[src/rtl/f_pc_ctrl.sv]
// Fetch-stage program-counter controller.
// Selects the next PC by priority, defers stalled redirects, flags AdEL and counts fetches.
module f_pc_ctrl #(
  parameter int unsigned     PC_W     = 32,
  parameter logic [PC_W-1:0] RESET_PC = 32'h0000_3000,
  parameter logic [PC_W-1:0] EXC_PC   = 32'h0000_4180,
  parameter logic [PC_W-1:0] IMEM_LO  = 32'h0000_3000,
  parameter logic [PC_W-1:0] IMEM_HI  = 32'h0000_6FFC,
  parameter logic [PC_W-1:0] STEP     = 32'd4,
  parameter int unsigned     CNT_W    = 16
) (
  input  logic              clk_i,
  input  logic              reset_n_i,
  input  logic              stall_i,
  input  logic              br_valid_i,
  input  logic [PC_W-1:0]   br_target_i,
  input  logic              exc_req_i,
  input  logic              eret_req_i,
  input  logic [PC_W-1:0]   epc_i,
  output logic [PC_W-1:0]   pc_o,
  output logic              adel_o,
  output logic              pend_o,
  output logic [CNT_W-1:0]  fetch_cnt_o
);

  // state | meaning
  // RUN   | no redirect outstanding
  // PEND  | redirect captured during stall, applied when stall releases
  typedef enum logic {RUN, PEND} state_e;

  state_e           state_q, state_d;
  logic [PC_W-1:0]  pc_q, pc_d;
  logic [PC_W-1:0]  tgt_q, tgt_d;
  logic [CNT_W-1:0] cnt_q, cnt_d;
  logic             pc_we;

  always_ff @(posedge clk_i or negedge reset_n_i) begin
    if (!reset_n_i) begin
      state_q <= RUN;
      pc_q    <= RESET_PC;
      tgt_q   <= '0;
      cnt_q   <= '0;
    end else begin
      state_q <= state_d;
      pc_q    <= pc_d;
      tgt_q   <= tgt_d;
      cnt_q   <= cnt_d;
    end
  end

  always_comb begin
    state_d = state_q;
    pc_d    = pc_q;
    tgt_d   = tgt_q;
    pc_we   = 1'b0;
    if (exc_req_i) begin
      pc_d    = EXC_PC;
      state_d = RUN;
      pc_we   = 1'b1;
    end else if (eret_req_i) begin
      pc_d    = epc_i;
      state_d = RUN;
      pc_we   = 1'b1;
    end else if (br_valid_i && stall_i) begin
      tgt_d   = br_target_i;
      state_d = PEND;
    end else if (br_valid_i) begin
      pc_d    = br_target_i;
      state_d = RUN;
      pc_we   = 1'b1;
    end else if (state_q == PEND && !stall_i) begin
      pc_d    = tgt_q;
      state_d = RUN;
      pc_we   = 1'b1;
    end else if (!stall_i) begin
      pc_d    = pc_q + STEP;
      pc_we   = 1'b1;
    end
    // An equal-value rewrite still counts as a fetch.
    cnt_d = cnt_q + {{(CNT_W-1){1'b0}}, pc_we};
  end

  assign pc_o        = pc_q;
  assign pend_o      = (state_q == PEND);
  assign fetch_cnt_o = cnt_q;
  assign adel_o      = (pc_q[1:0] != 2'b00) || (pc_q < IMEM_LO) || (pc_q > IMEM_HI);

endmodule

[config.mk]
export PLATFORM = sky130hd
export DESIGN_NAME = f_pc_ctrl
export DESIGN_NICKNAME = d
export VERILOG_FILES = /design/src/rtl/f_pc_ctrl.sv
export SDC_FILE = /design/constraint.sdc
export NUM_CORES = 1
export LEC_CHECK = 0
export ABC_CLOCK_PERIOD_IN_PS = 2600
export BUFFER_PORTS_ARGS = -buffer_cell sky130_fd_sc_hd__buf_2
export CAP_MARGIN = 20
export CORE_MARGIN = 1.5
export CORE_UTILIZATION = 40
export CTS_BUF_LIST = sky130_fd_sc_hd__clkbuf_8
export DETAILED_ROUTE_END_ITERATION = 6
export PLACE_DENSITY = 0.62
export SYNTH_ARGS = -nofsm -noshare
export SYNTH_HDL_FRONTEND = slang
export SYNTH_SLANG_ARGS = --single-unit
[constraint.sdc]
create_clock -name clk_i -period 2.6 [get_ports clk_i]
set_input_delay 0.39 -clock clk_i [delete_from_list [all_inputs] [get_ports clk_i]]
set_output_delay 0.39 -clock clk_i [all_outputs]
set_load 0.005 [all_outputs]
---- Word level (Yosys, flattened, before mapping) ----
Index checks and enable logic that the tools add are counted.
storage, ports and cells
  memory bits (writable) .................. 0
  output and inout port bits .............. 50
  register bits after elaboration ......... 81
  input port bits ......................... 70
  memories kept ........................... 0
  bits in latches ......................... 0
  logic and storage cells ................. 38
  memory bits (read-only) ................. 0
cells by class
  multipliers ............................. 0
  div/mod/pow operators ................... 0
  muxes and demuxes ....................... 17
  reductions and logical operators ........ 9
  $lt $le $gt $ge ......................... 2
  bitwise operators ....................... 2
  shift-type cells ........................ 0
  add/subtract/negate cells ............... 2
  eq/ne operators ......................... 2
operator list
  cell                                                   count
  two-way mux 32 bit                                     6
  adder 32 x 3 -> 32 bit (second input constant)         1
  > comparator 32 x 15 -> 1 bit (second input constant)  1
  < comparator 32 x 14 -> 1 bit (second input constant)  1
  adder 16 x 1 -> 16 bit                                 1
  two-way mux 1 bit                                      11
  != test 5 x 1 -> 1 bit (second input constant)         1
  nonzero test 5 bit                                     1
  != test 3 bit (second input constant)                  1
  AND reduction 3 bit                                    1
  logical AND 1 bit                                      2
  logical OR 1 bit                                       2
  NOT 1 bit                                              2
  AND reduction 2 bit                                    1
  nonzero test 2 bit                                     1
  zero test 1 bit                                        1

---- Depth between registers and ports, before layout ----
  depth after elaboration ................. 8
  depth in mapped cells ................... 10
  depth with buffers taken out ............ 9

---- Worst setup path before layout ----
OpenSTA, ideal clock, no wires.
  path kind ............................... flip-flop to flip-flop
  start ................................... register pc_q[2] (netlist: pc_o[2])
  end ..................................... register pc_q[26] (netlist: pc_o[26])
  cell stages (with the launch flop) ...... 8
  arrival time ............................ 1950 ps
  setup time .............................. 111 ps
  clock period less this slack ............ 2061 ps
  setup slack ............................. 539 ps
  cell sequence ........................... dfrtp_1 > ha_1 > nand2_1 > or4_4 > buf_6 > nor3_4 > xnor2_1 > a2111oi_2
between the ends
  word-level cells in the longest chain between the ends .. 7
RTL lines
  element                 line  RTL
  from (decl)             32    logic [PC_W-1:0] pc_q, pc_d;
  from (signal assigned)  45    pc_q <= pc_d;
  adder 32 x 3 -> 32 bit  76    pc_d = pc_q + STEP;
  two-way mux 32 bit      75    end else if (!stall_i) begin
  two-way mux 32 bit      71    end else if (state_q == PEND && !stall_i) begin
  two-way mux 32 bit      67    end else if (br_valid_i) begin
  two-way mux 32 bit      64    end else if (br_valid_i && stall_i) begin
  two-way mux 32 bit      60    end else if (eret_req_i) begin
  two-way mux 32 bit      56    if (exc_req_i) begin
Every way passes these cells. The select of a mux whose other input is x is not followed.
A chain may end at the register's enable or synchronous reset.

---- Worst setup path in the final report ----
  start ................................... register pc_q[16] (netlist: pc_o[16])
  end ..................................... output adel_o
between the ends
  word-level cells in the longest chain between the ends .. 3
  elaborated cells between the ends (all ways) .. 4
RTL lines
  element                        line  RTL
  < comparator 32 x 14 -> 1 bit  86    assign adel_o = (pc_q[1:0] != 2'b00) || (pc_q < IMEM_LO) || (pc_q > IMEM_HI);
  logical OR 1 bit               86
  logical OR 1 bit (*)           86
  to (decl)                      21    output logic adel_o,
Every way passes the cells marked *; elsewhere a longest branch is shown, timed or not.

==> impl.org <==
** Run status
- The run finished with clean final reports.

** Synth
- After synthesis, the share of flip-flops with an asynchronous set or reset is 1.00.
- Sequential share of the synthesized area :: 0.418
- Number of nets in the synthesized netlist :: around 600
- Number of flip-flops and latches in the synthesized netlist :: a little over 80
- Count of mapped cells out of synthesis :: between 500 and 600
- Number of distinct library cell variants in the gate-level netlist after synthesis :: 59
- In this run the mean area of a mapped cell was 9.26 sq um.
- Yosys mapped a number of flops with a built-in enable equal to 0.
- Dominant register cell in the synthesized netlist :: sky130_fd_sc_hd__dfrtp_1
- Area of the mapped netlist :: between 0.004 and 0.005 sq mm
- Number of warnings issued by yosys :: 0

** Timing
- Setup repair after global routing left no endpoint under its margin.
- Dividing the final minimum period by the clock period gives 0.870.
- Summed over all failing endpoints, the final setup total negative slack is 0 ns.
- Headroom to the max-slew limit came out at 0.556.
- Between clock sinks in the finished design, the worst skew comes to between 0.009 and 0.01 ns.
- Setup violations remaining at the end of the flow were counted as 0.
- The final hold violation count came to 0.
- The final max-slew violation count came to 0.
- Achievable frequency :: 442 MHz
- Hold timing on the final database bottoms out at a slack of between 0.2 and 0.25 ns.
- For the pin with the worst max-slew slack, the measured transition is approximately 0.66 ns.
- Final critical delay including setup and external delays :: about 2.3 ns

** Routing
- Routed via count :: roughly 4,700
- Total iterations of the first detailed-routing run :: 5
- Iter 0 DRT Violations :: between 300 and 400
- For this run, design rule violations remaining after detail routing come to 0.
- Number of vias per cell after detailed routing :: between 5 and 6
- Drt wl/cell :: 19.5 um
- Final wirelength :: roughly 15,000 um
- Post-route antenna net violation count :: 0

** Layout
- Final Net Count :: roughly 700
- For this run, the number of standard cells in the final layout without fillers is about 800.
- Most frequent cells in the layout :: 118 x sky130_fd_sc_hd__buf_2, 79 x sky130_fd_sc_hd__dfrtp_1, 44 x sky130_fd_sc_hd__nor2_1, 43 x sky130_fd_sc_hd__nand2_1, 28 x sky130_fd_sc_hd__mux2_2
- Count of antenna diodes in the layout :: 0
- Area used by sequential logic in the layout :: around 0.002 sq mm
- Filler instances :: around 1,200
- Most common cell after layout, fill and taps aside :: sky130_fd_sc_hd__buf_2
- Fraction of layout instances using a drive strength above 1 :: 0.310
- Area growth from synthesis to layout :: 21.3%
- Total area of multi-input combinational cells :: between 0.002 and 0.003 sq mm

** Clock network
- Clock-pin slew of the registers on the worst-case setup and hold paths :: around 0.080 ns
- Post-CTS Resized :: 0
- Counting along the longest clock path gives a buffer depth of 2.
- The clock tree synthesis step divided the H-tree into 3 levels.
- Clock tree synthesis inserted a total of 9 buffers.
- CTS placed an instance of sky130_fd_sc_hd__clkbuf_8 at the clock tree root.
- Clk_lat worst skew :: about 0.38 ns
- TritonCTS clock tree :: yes
- Number of buffers inserted by post-CTS setup repair :: 0
- Counting every sink on the clock net gives about 80.

** Floorplanning
- The die is 113 um wide.
- Chip height :: ~110 um
- The die covers ~0.013 sq mm.
- Core area :: between 0.01 and 0.015 sq mm
- For this configuration, the core starts out at a cell density of 0.407.
- The initialized floorplan defines 40 standard-cell rows.
- During I/O placement, the number of pins put on the boundary was 120.

** Placed design
- Count of placed standard cells including taps :: 775
- Post-detailed-placement half-perimeter wirelength :: between 10,000 and 15,000 um
- Routability Congestion :: 0.915
- During placement, the flow inserted port buffers numbering roughly 120.

** GRT
- The initial antenna violation count was 0.
- Met1 Usage GRT :: 0.334
- The layer flagged by global routing as most heavily used is met2.
- In the global route stage, overall resource usage came out at 0.249.
- For met3 alone, demand over resource in global routing was 0.0498.
- Maximum number of pins on one net before global-route repair :: 46
- Met2 GRT Util :: 0.384
- First-pass GRT wire length :: approximately 25,000 um
- For this run the aggregate overflow at the end of global routing stands at 0.
- Number of global-route vias before repair :: 4,694

** Power and ir drop
- In this run the static leakage power is 2.62 nW.
- For this design the ratio of total power to cell area is around 580 mW/mm^2.
- VDD sags by at most 0.000290 V.

** Job
- Number of maximum-capacitance violations :: 0

** Worst hold path
- The min-delay analysis places its worst path in the category in -> reg.

** Setup path
- Type of the setup path with the least slack :: reg -> out
- Category of the worst setup path launch point :: flip-flop
- Critical Path Fanout Max :: 8
- Required time of the worst setup path :: between 2 and 2.5 ns
- Nature of the critical path endpoint :: output port
- At the worst endpoint, the arrival time is 1.87 ns.
cell families (layout without fill, tap and decap cells):
| group | after synthesis | after routing | synth area share |
|---|---|---|---|
| AOI/OAI and AO/OA | 130 | 130 | 0.191 |
| xor gates and xnor gates | 30 | 30 | 0.0542 |
| adders and majority gates | 4 | 4 | 0.0103 |
| buffers and inverters | 55 | 176 | 0.0462 |
| DFF | 81 | 81 | 0.418 |
| muxes | 34 | 34 | 0.0774 |
| and+or+nand+nor | 190 | 190 | 0.203 |
where the power goes:
group	internal, mW	switching (mW)	total [mW]
Combinational	0.367	0.365	0.731
Clock	0.521	0.486	1.01
Sequential	1.47	0.203	1.67
sequential cells by signal, indices dropped and copies added, names as in the netlist:
name,count
pc_o,32
tgt_q,32
fetch_cnt_o,16
pend_o,1
timing repair:
action,CTS,global route
hold endpoints to repair,31,0
setup endpoints to repair,0,0
hold buffers,1,0
cell usage after synthesis (9+ instances only):
master,n,share of area
sky130_fd_sc_hd__dfrtp_1,79,0.41
sky130_fd_sc_hd__buf_1,9,0.0070
sky130_fd_sc_hd__nand2_1,43,0.033
sky130_fd_sc_hd__mux2_2,28,0.065
sky130_fd_sc_hd__nand3_1,25,0.026
sky130_fd_sc_hd__nand4_1,12,0.015
sky130_fd_sc_hd__a221oi_1,12,0.022
sky130_fd_sc_hd__nor4_1,9,0.012
sky130_fd_sc_hd__a21oi_1,22,0.023
sky130_fd_sc_hd__a221o_1,11,0.023
sky130_fd_sc_hd__xnor2_1,25,0.045
sky130_fd_sc_hd__clkbuf_1,20,0.015
sky130_fd_sc_hd__nor2_1,44,0.034
sky130_fd_sc_hd__nor3_1,14,0.014
sky130_fd_sc_hd__o21ai_0,26,0.027
sky130_fd_sc_hd__inv_1,17,0.013
cell type report:
cell class,instances,area share
clock buffer,12,0.0281
tap,147,0.0313
multi-input combinational,388,0.441
clock inverter,4,0.00851
inverter,17,0.0108
timing repair buffer,143,0.135
sequential,81,0.345
metrics by stage:
stage | instance area, sq um | setup WS [ns] | util | power, mW
3_5_place_dp | 5660 | 0.386 | 0.475 | 2.42
4_1_cts | 5880 | 0.332 | 0.494 | 3.43
5_1_grt | 5880 | 0.202 | 0.494 | 3.59
3_3_place_gp | 5660 | 0.480 | 0.475 | 2.40
6_report | 5880 | 0.337 | 0.494 | 3.41
2_1_floorplan | 4850 | 0.539 | - | 2.07
final timing paths:
check,cells after the start,to,slack [ns],startpoint
min in group asynchronous,2,fetch_cnt_o[7],0.52,reset_n_i
max in group asynchronous,3,tgt_q[0],1.44,reset_n_i
setup reg to reg,6,pc_o[26],0.36,pc_o[2]
hold / removal,3,tgt_q[16],0.25,br_target_i[16]
hold reg to reg,1,fetch_cnt_o[15],0.47,fetch_cnt_o[15]
setup / recovery,5,adel_o,0.34,pc_o[16]
layer usage:
| layer | vias up | share of wire |
|---|---|---|
| li1 | 2178 | - |
| met1 | 2289 | 0.44 |
| met2 | 215 | 0.46 |
| met3 | 32 | 0.073 |
| met4 | 0 | 0.027 |
| met5 | - | 0 |
worst max-delay path, stage by stage, from the launching register on:
cell and delay (ns):
sky130_fd_sc_hd__dfrtp_1 0.49, sky130_fd_sc_hd__nor4_1 0.32, sky130_fd_sc_hd__nand2_1 0.09, sky130_fd_sc_hd__nor4_1 0.23, sky130_fd_sc_hd__nand4_1 0.19, sky130_fd_sc_hd__buf_2 0.17
(Power assumes the default switching activity.)
